File: src/rtl/vga_axil_regfile.sv
// vga_axil_regfile: AXI4-Lite slave backed by a flat array of NUM_REGS
// registers of DATA_W bits. Every register is also visible in parallel on regs_o.
//
// Optional feature: define VGA_AXIL_REGFILE_WSTRB_EN to honour wstrb byte
// lanes on writes. When it is left undefined, wstrb is ignored and each
// accepted in-range write replaces the whole word.
//
// Handshake semantics, which apply to every channel (AW, W, B, AR, R):
// a transfer happens on a rising clk edge where valid && ready are both high.
// A source that raises valid holds it and its payload stable until that edge.
// The responses produced here (bvalid/bresp, rvalid/rdata/rresp) follow the
// same rule and never depend combinationally on bready or rready.
module vga_axil_regfile #(
  parameter int ADDR_W   = 32,
  parameter int DATA_W   = 32,
  parameter int NUM_REGS = 16
) (
  input  logic                         clk,
  input  logic                         rst,
  input  logic [ADDR_W-1:0]            awaddr,
  input  logic                         awvalid,
  output logic                         awready,
  input  logic [DATA_W-1:0]            wdata,
  input  logic [DATA_W/8-1:0]          wstrb,
  input  logic                         wvalid,
  output logic                         wready,
  output logic [1:0]                   bresp,
  output logic                         bvalid,
  input  logic                         bready,
  input  logic [ADDR_W-1:0]            araddr,
  input  logic                         arvalid,
  output logic                         arready,
  output logic [DATA_W-1:0]            rdata,
  output logic [1:0]                   rresp,
  output logic                         rvalid,
  input  logic                         rready,
  output logic [NUM_REGS*DATA_W-1:0]   regs_o,
  output logic [1:0]                   dbg_w_state,
  output logic                         dbg_r_state
);

  localparam int STRB_W = DATA_W / 8;
  localparam int OFFS_W = $clog2(STRB_W);
  localparam int IDX_W  = (NUM_REGS > 1) ? $clog2(NUM_REGS) : 1;
  localparam logic [1:0] RESP_OKAY   = 2'b00;
  localparam logic [1:0] RESP_SLVERR = 2'b10;

  typedef enum logic [1:0] {W_IDLE, W_HAVE_A, W_HAVE_D, W_RESP} w_state_t;
  typedef enum logic {R_IDLE, R_RESP} r_state_t;

  // The register index is the address with its byte-offset bits dropped.
  function automatic logic addr_ok(input logic [ADDR_W-1:0] a);
    return (a >> OFFS_W) < ADDR_W'(NUM_REGS);
  endfunction

  function automatic logic [IDX_W-1:0] addr_idx(input logic [ADDR_W-1:0] a);
    return IDX_W'(a >> OFFS_W);
  endfunction

  logic [DATA_W-1:0] regs [NUM_REGS];

  w_state_t          w_state, w_next;
  r_state_t          r_state, r_next;
  logic              aw_hs, w_hs, ar_hs;
  logic [ADDR_W-1:0] aw_buf;
  logic [DATA_W-1:0] w_buf;
  logic              commit_en;
  logic [ADDR_W-1:0] commit_addr;
  logic [DATA_W-1:0] commit_data;
  logic [DATA_W-1:0] commit_word;

`ifdef VGA_AXIL_REGFILE_WSTRB_EN
  logic [STRB_W-1:0] strb_buf;
  logic [STRB_W-1:0] commit_strb;
`else
  logic unused_wstrb;
  assign unused_wstrb = ^wstrb;
`endif

  // Write FSM next state, channel readies and the selection of which address
  // and data (live or buffered) are committed on the edge entering W_RESP.
  always_comb begin
    w_next      = w_state;
    awready     = 1'b0;
    wready      = 1'b0;
    commit_en   = 1'b0;
    commit_addr = awaddr;
    commit_data = wdata;
`ifdef VGA_AXIL_REGFILE_WSTRB_EN
    commit_strb = wstrb;
`endif
    case (w_state)
      W_IDLE:   begin awready = !rst; wready = !rst; end
      W_HAVE_A: wready  = !rst;
      W_HAVE_D: awready = !rst;
      default:  ;
    endcase
    aw_hs = awvalid && awready;
    w_hs  = wvalid && wready;
    case (w_state)
      W_IDLE: begin
        if (aw_hs && w_hs) begin
          w_next    = W_RESP;
          commit_en = 1'b1;
        end else if (aw_hs) begin
          w_next = W_HAVE_A;
        end else if (w_hs) begin
          w_next = W_HAVE_D;
        end
      end
      W_HAVE_A: begin
        if (w_hs) begin
          w_next      = W_RESP;
          commit_en   = 1'b1;
          commit_addr = aw_buf;
        end
      end
      W_HAVE_D: begin
        if (aw_hs) begin
          w_next      = W_RESP;
          commit_en   = 1'b1;
          commit_data = w_buf;
`ifdef VGA_AXIL_REGFILE_WSTRB_EN
          commit_strb = strb_buf;
`endif
        end
      end
      W_RESP: begin
        if (bready) w_next = W_IDLE;
      end
      default: w_next = W_IDLE;
    endcase
  end

  assign bvalid = (w_state == W_RESP);

  // Merge the incoming data with the current word according to the byte strobes.
  always_comb begin
    commit_word = commit_data;
`ifdef VGA_AXIL_REGFILE_WSTRB_EN
    for (int k = 0; k < STRB_W; k++) begin
      if (!commit_strb[k])
        commit_word[8*k +: 8] = regs[addr_idx(commit_addr)][8*k +: 8];
    end
`endif
  end

  // Write FSM state, half-transaction buffers and the write response code.
  always_ff @(posedge clk) begin
    if (rst) begin
      w_state <= W_IDLE;
      aw_buf  <= '0;
      w_buf   <= '0;
      bresp   <= RESP_OKAY;
`ifdef VGA_AXIL_REGFILE_WSTRB_EN
      strb_buf <= '0;
`endif
    end else begin
      w_state <= w_next;
      if (aw_hs) aw_buf <= awaddr;
      if (w_hs) begin
        w_buf <= wdata;
`ifdef VGA_AXIL_REGFILE_WSTRB_EN
        strb_buf <= wstrb;
`endif
      end
      if (commit_en) bresp <= addr_ok(commit_addr) ? RESP_OKAY : RESP_SLVERR;
    end
  end

  // Register array: cleared on reset, updated only by an in-range commit.
  always_ff @(posedge clk) begin
    if (rst) begin
      for (int i = 0; i < NUM_REGS; i++) regs[i] <= '0;
    end else if (commit_en && addr_ok(commit_addr)) begin
      regs[addr_idx(commit_addr)] <= commit_word;
    end
  end

  // Read FSM next state and channel handshake signals.
  always_comb begin
    r_next  = r_state;
    arready = 1'b0;
    rvalid  = 1'b0;
    case (r_state)
      R_IDLE: begin
        arready = !rst;
        if (arvalid && !rst) r_next = R_RESP;
      end
      R_RESP: begin
        rvalid = 1'b1;
        if (rready) r_next = R_IDLE;
      end
      default: r_next = R_IDLE;
    endcase
    ar_hs = arvalid && arready;
  end

  // Read FSM state and the read response captured on the AR handshake edge;
  // a write committing on the same edge is not yet visible here.
  always_ff @(posedge clk) begin
    if (rst) begin
      r_state <= R_IDLE;
      rdata   <= '0;
      rresp   <= RESP_OKAY;
    end else begin
      r_state <= r_next;
      if (ar_hs) begin
        if (addr_ok(araddr)) begin
          rdata <= regs[addr_idx(araddr)];
          rresp <= RESP_OKAY;
        end else begin
          rdata <= '0;
          rresp <= RESP_SLVERR;
        end
      end
    end
  end

  // Flatten the register array onto the parallel output bus.
  for (genvar g = 0; g < NUM_REGS; g++) begin : g_regs_o
    assign regs_o[g*DATA_W +: DATA_W] = regs[g];
  end

  assign dbg_w_state = w_state;
  assign dbg_r_state = r_state;

endmodule

File: config.mk
export PLATFORM = sky130hd
export DESIGN_NAME = vga_axil_regfile
export DESIGN_NICKNAME = d
export VERILOG_FILES = /design/src/rtl/vga_axil_regfile.sv
export SDC_FILE = /design/constraint.sdc
export NUM_CORES = 1
export LEC_CHECK = 0
export BUFFER_PORTS_ARGS = -buffer_cell sky130_fd_sc_hd__clkbuf_2
export CAP_MARGIN = 20
export CORE_AREA = 2 2 254 256
export DETAILED_ROUTE_END_ITERATION = 16
export DIE_AREA = 0 0 256 258
export GPL_TIMING_DRIVEN = 1
export HOLD_SLACK_MARGIN = 0.08
export PLACE_DENSITY = 0.66
export SYNTH_ARGS = -nofsm -noshare
export SYNTH_HDL_FRONTEND = slang
export SYNTH_SLANG_ARGS = --single-unit
File: constraint.sdc
create_clock -name clk -period 5.4 [get_ports clk]
set_clock_uncertainty 0.2 [all_clocks]
set_input_delay 1.08 -clock clk [delete_from_list [all_inputs] [get_ports clk]]
set_output_delay 1.08 -clock clk [all_outputs]
set_load 0.01 [all_outputs]
==> impl_metrics.tcl <==
set metrics [dict create \
    outcome "completed" \
    yosys-top-cells-area "edfxtp_1, nor2_1, dfxtp_1" \
    yosysMostFrequentCell "nor2_1" \
    die-area_um2 66000 \
    area_delta_synth_final_pct 24.3 \
    grt_pass1_wl_um 146000 \
    post-synth-top-area-fraction_pct 57.3 \
    ff_latch_area_um2 17400 \
    io_pins 663 \
    post_synth.cell_area_avg_um2 12.2 \
    crit_path_frequent_cell "buf_4" \
    dp_hpwl_um 70100 \
    fill_cells 5576 \
    via_per_inst 5.70 \
    clk_pin_slew_worst_paths_ns 0.05 \
    timing.critical_path.to_type "register" \
    critPathLaunch "rst" \
    drc_errors 0 \
    worst-r2r-setup-slack_ns 1.66 \
    placement.io_buffers 652 \
    number_of_global_route_vias_before_repair 21100 \
    clk_latency_ns 0.60 \
    timing.critical_path.cells "buf_4, nand3b_2, nand4_1, o22ai_2, nand3_4, o21bai_4, buf_4" \
    grt_usage_pct 30.4 \
    dpl_worst_slack_ns 0.932 \
    worst-endpoint-arrival_ns 3.91 \
    total_power_mw 11.6 \
    multiInputGateArea_um2 8980 \
    post-cts-setup-buffer-count 0 \
    synth_edf_count 512 \
    cts-buffers-inserted 67 \
    cell_with_the_largest_stage_delay_on_the_worst_path "o21bai_4" \
    postRouteWirelength_um 103000 \
    start_kind "input pin" \
    ant_nets 0 \
    htreeDepth 3 \
    globalRoute.totalOverflow 0 \
    vias 21200 \
    total_of_max_cap_violations 0 \
    final_util_pct 52.4 \
    ys_seq_elements 611 \
    hold_path_class "reg -> reg" \
    netlist_top_cells_count "nor2_1, edfxtp_1, nand2_1" \
    worstReg2RegStart "dbg_w_state[1]" \
    effective_utilization_at_floorplan_pct 42.1 \
    maxClockFrequency_mhz 258 \
    worst-slew-pin-transition_ns 1.18 \
    ctsLongestPathBuffers 3 \
    grt_max_degree 95 \
    first_iter_violations 2419 \
    cts_sinks 611 \
    number_of_rows_created_at_floorplan 93 \
    crit_required_ns 5.43 \
    regToRegEndpoint "regs[11][9]" \
    fp.dieW_um 256 \
    post_route_cells_drive_above_1_share_pct 32.4 \
    cp_slowest_stage_delay_ns 0.56 \
    die_y_um 258 \
    finalWorstPathRequiredPeriod_ns 3.88 \
    final_min_period_over_clock_period_pct 71.8 \
    yosysUniqueCellTypes 44 \
    num-nets-final 2918 \
    path_max_fanout 36 \
    tns_ns 0 \
    synth_area_leader_cell "edfxtp_1" \
    drt_pass1_iterations 7 \
    grt_antenna_before_repair 8 \
    setup_viol_count_final 0 \
    seq_area_frac_synth_pct 64.7 \
    synth.yosys.warnings 0 \
    ys.flop_type "edfxtp_1" \
    setup.worst_path.class "in -> reg" \
    syn-instance-count 2199 \
    hold_ws_ns 0.270 \
    cts_hold_buf 0 \
    power.static_leakage_nw 13.0 \
    ir_worst_vdd_mv 0.281 \
    wire_per_inst_um 27.8 \
    coreArea_um2 63600 \
    power_per_cell_area_nw_per_um2 348 \
    place.gp.congestion 0.908 \
    post_cts_resized 0 \
    finalHoldViolations 0 \
    tritoncts "done" \
    rsz0062_at_grt "false" \
    async_flop_share_pct 0 \
    worst_setup_path_endpoint "regs[11][9]" \
    mappedNetlistArea_um2 26800 \
    reg2regPathDepth 8 \
    max_slew_headroom_pct 21.3 \
    cts-root-buf "clkbuf_16" \
    post-route-worst-setup-slack_ns 1.52 \
    timing_max_transition_violations_final 0 \
]
[critical path, delay by kind of cell]
family	cells	cell delay (ns)
buffers and inverters	2	0.85
AO/OA/AOI/OAI	2	1.00
AND/OR/NAND/NOR	3	0.90
[where the power goes]
group          total, mW  switching, mW  internal, mW
sequential          5.49          0.158          5.34
clock               4.59           1.91          2.68
combinational       1.50           1.01         0.489
total               11.6           3.08          8.51
[layout make-up]
type | count | area share (%)
clock inverters | 29 | 1.00
inverters | 7 | 0.0788
multi-input cells | 1418 | 27.0
clock buffers | 93 | 5.51
repair buffers | 701 | 11.1
diodes | 3 | 0.0225
flip-flops and latches | 611 | 52.1
well taps | 855 | 3.21
[how the worst min path moves through the flow]
stage	cells after the start	slack, ns	end	from
after floorplan	2	0.25	w_buf[0]	w_buf[0]
after global placement	1	0.25	rdata[1]	rdata[1]
after detailed placement	1	0.26	rdata[14]	rdata[14]
after CTS	2	0.27	w_buf[24]	w_buf[24]
after global routing	1	0.29	rdata[12]	rdata[12]
final	1	0.27	rdata[1]	rdata[1]
[per-stage QoR]
| step | instances | instance area (µm²) |
|---|---|---|
| floorplan | 2200 | 26800 |
| global placement | 3591 | 31100 |
| detailed placement | 3591 | 31100 |
| CTS | 3713 | 33300 |
| global route | 3716 | 33300 |
| finish | 3717 | 33300 |
[metal layers]
layer	track usage (%)	routed length, µm	vias to the layer above
met3	8.58	11400	225
li1	-	-	9090
met1	40.0	40500	10500
met5	0	64	-
met4	11.8	3840	10
met2	47.8	47700	1325
[registers in the layout, summed over array words and instances, names as in the netlist]
signal and flops:
aw_buf 30, rresp 1, bresp 1, dbg_w_state 2, rdata 32, regs 512, w_buf 32, dbg_r_state 1
[placed cells by master (no fill, tap or decap), types with 16 or more instances in the layout]
cell,n
o211ai_1,32
mux2_2,33
a211o_1,31
mux4_2,66
edfxtp_1,512
nand2b_1,67
clkbuf_1,21
mux2i_1,125
nand2_1,255
clkbuf_16,68
clkbuf_2,647
nor2_1,553
o21bai_4,16
o21ai_0,96
a21oi_1,36
nor4_1,18
buf_4,47
a32o_1,31
dfxtp_1,99
[logic make-up (layout without fill, tap and decap cells)]
family,count (synthesis),after routing,synth area share (%)
AO/OA/AOI/OAI,259,259,6.46
adder cells (fa/ha/maj),5,5,0.233
buffers and inverters,171,830,2.86
flip-flops,611,611,64.7
multiplexers,224,224,11.6
other,1,5,0.0140
AND/OR/NAND/NOR,928,928,14.1
No activity file was read; power rests on OpenSTA's default activity.
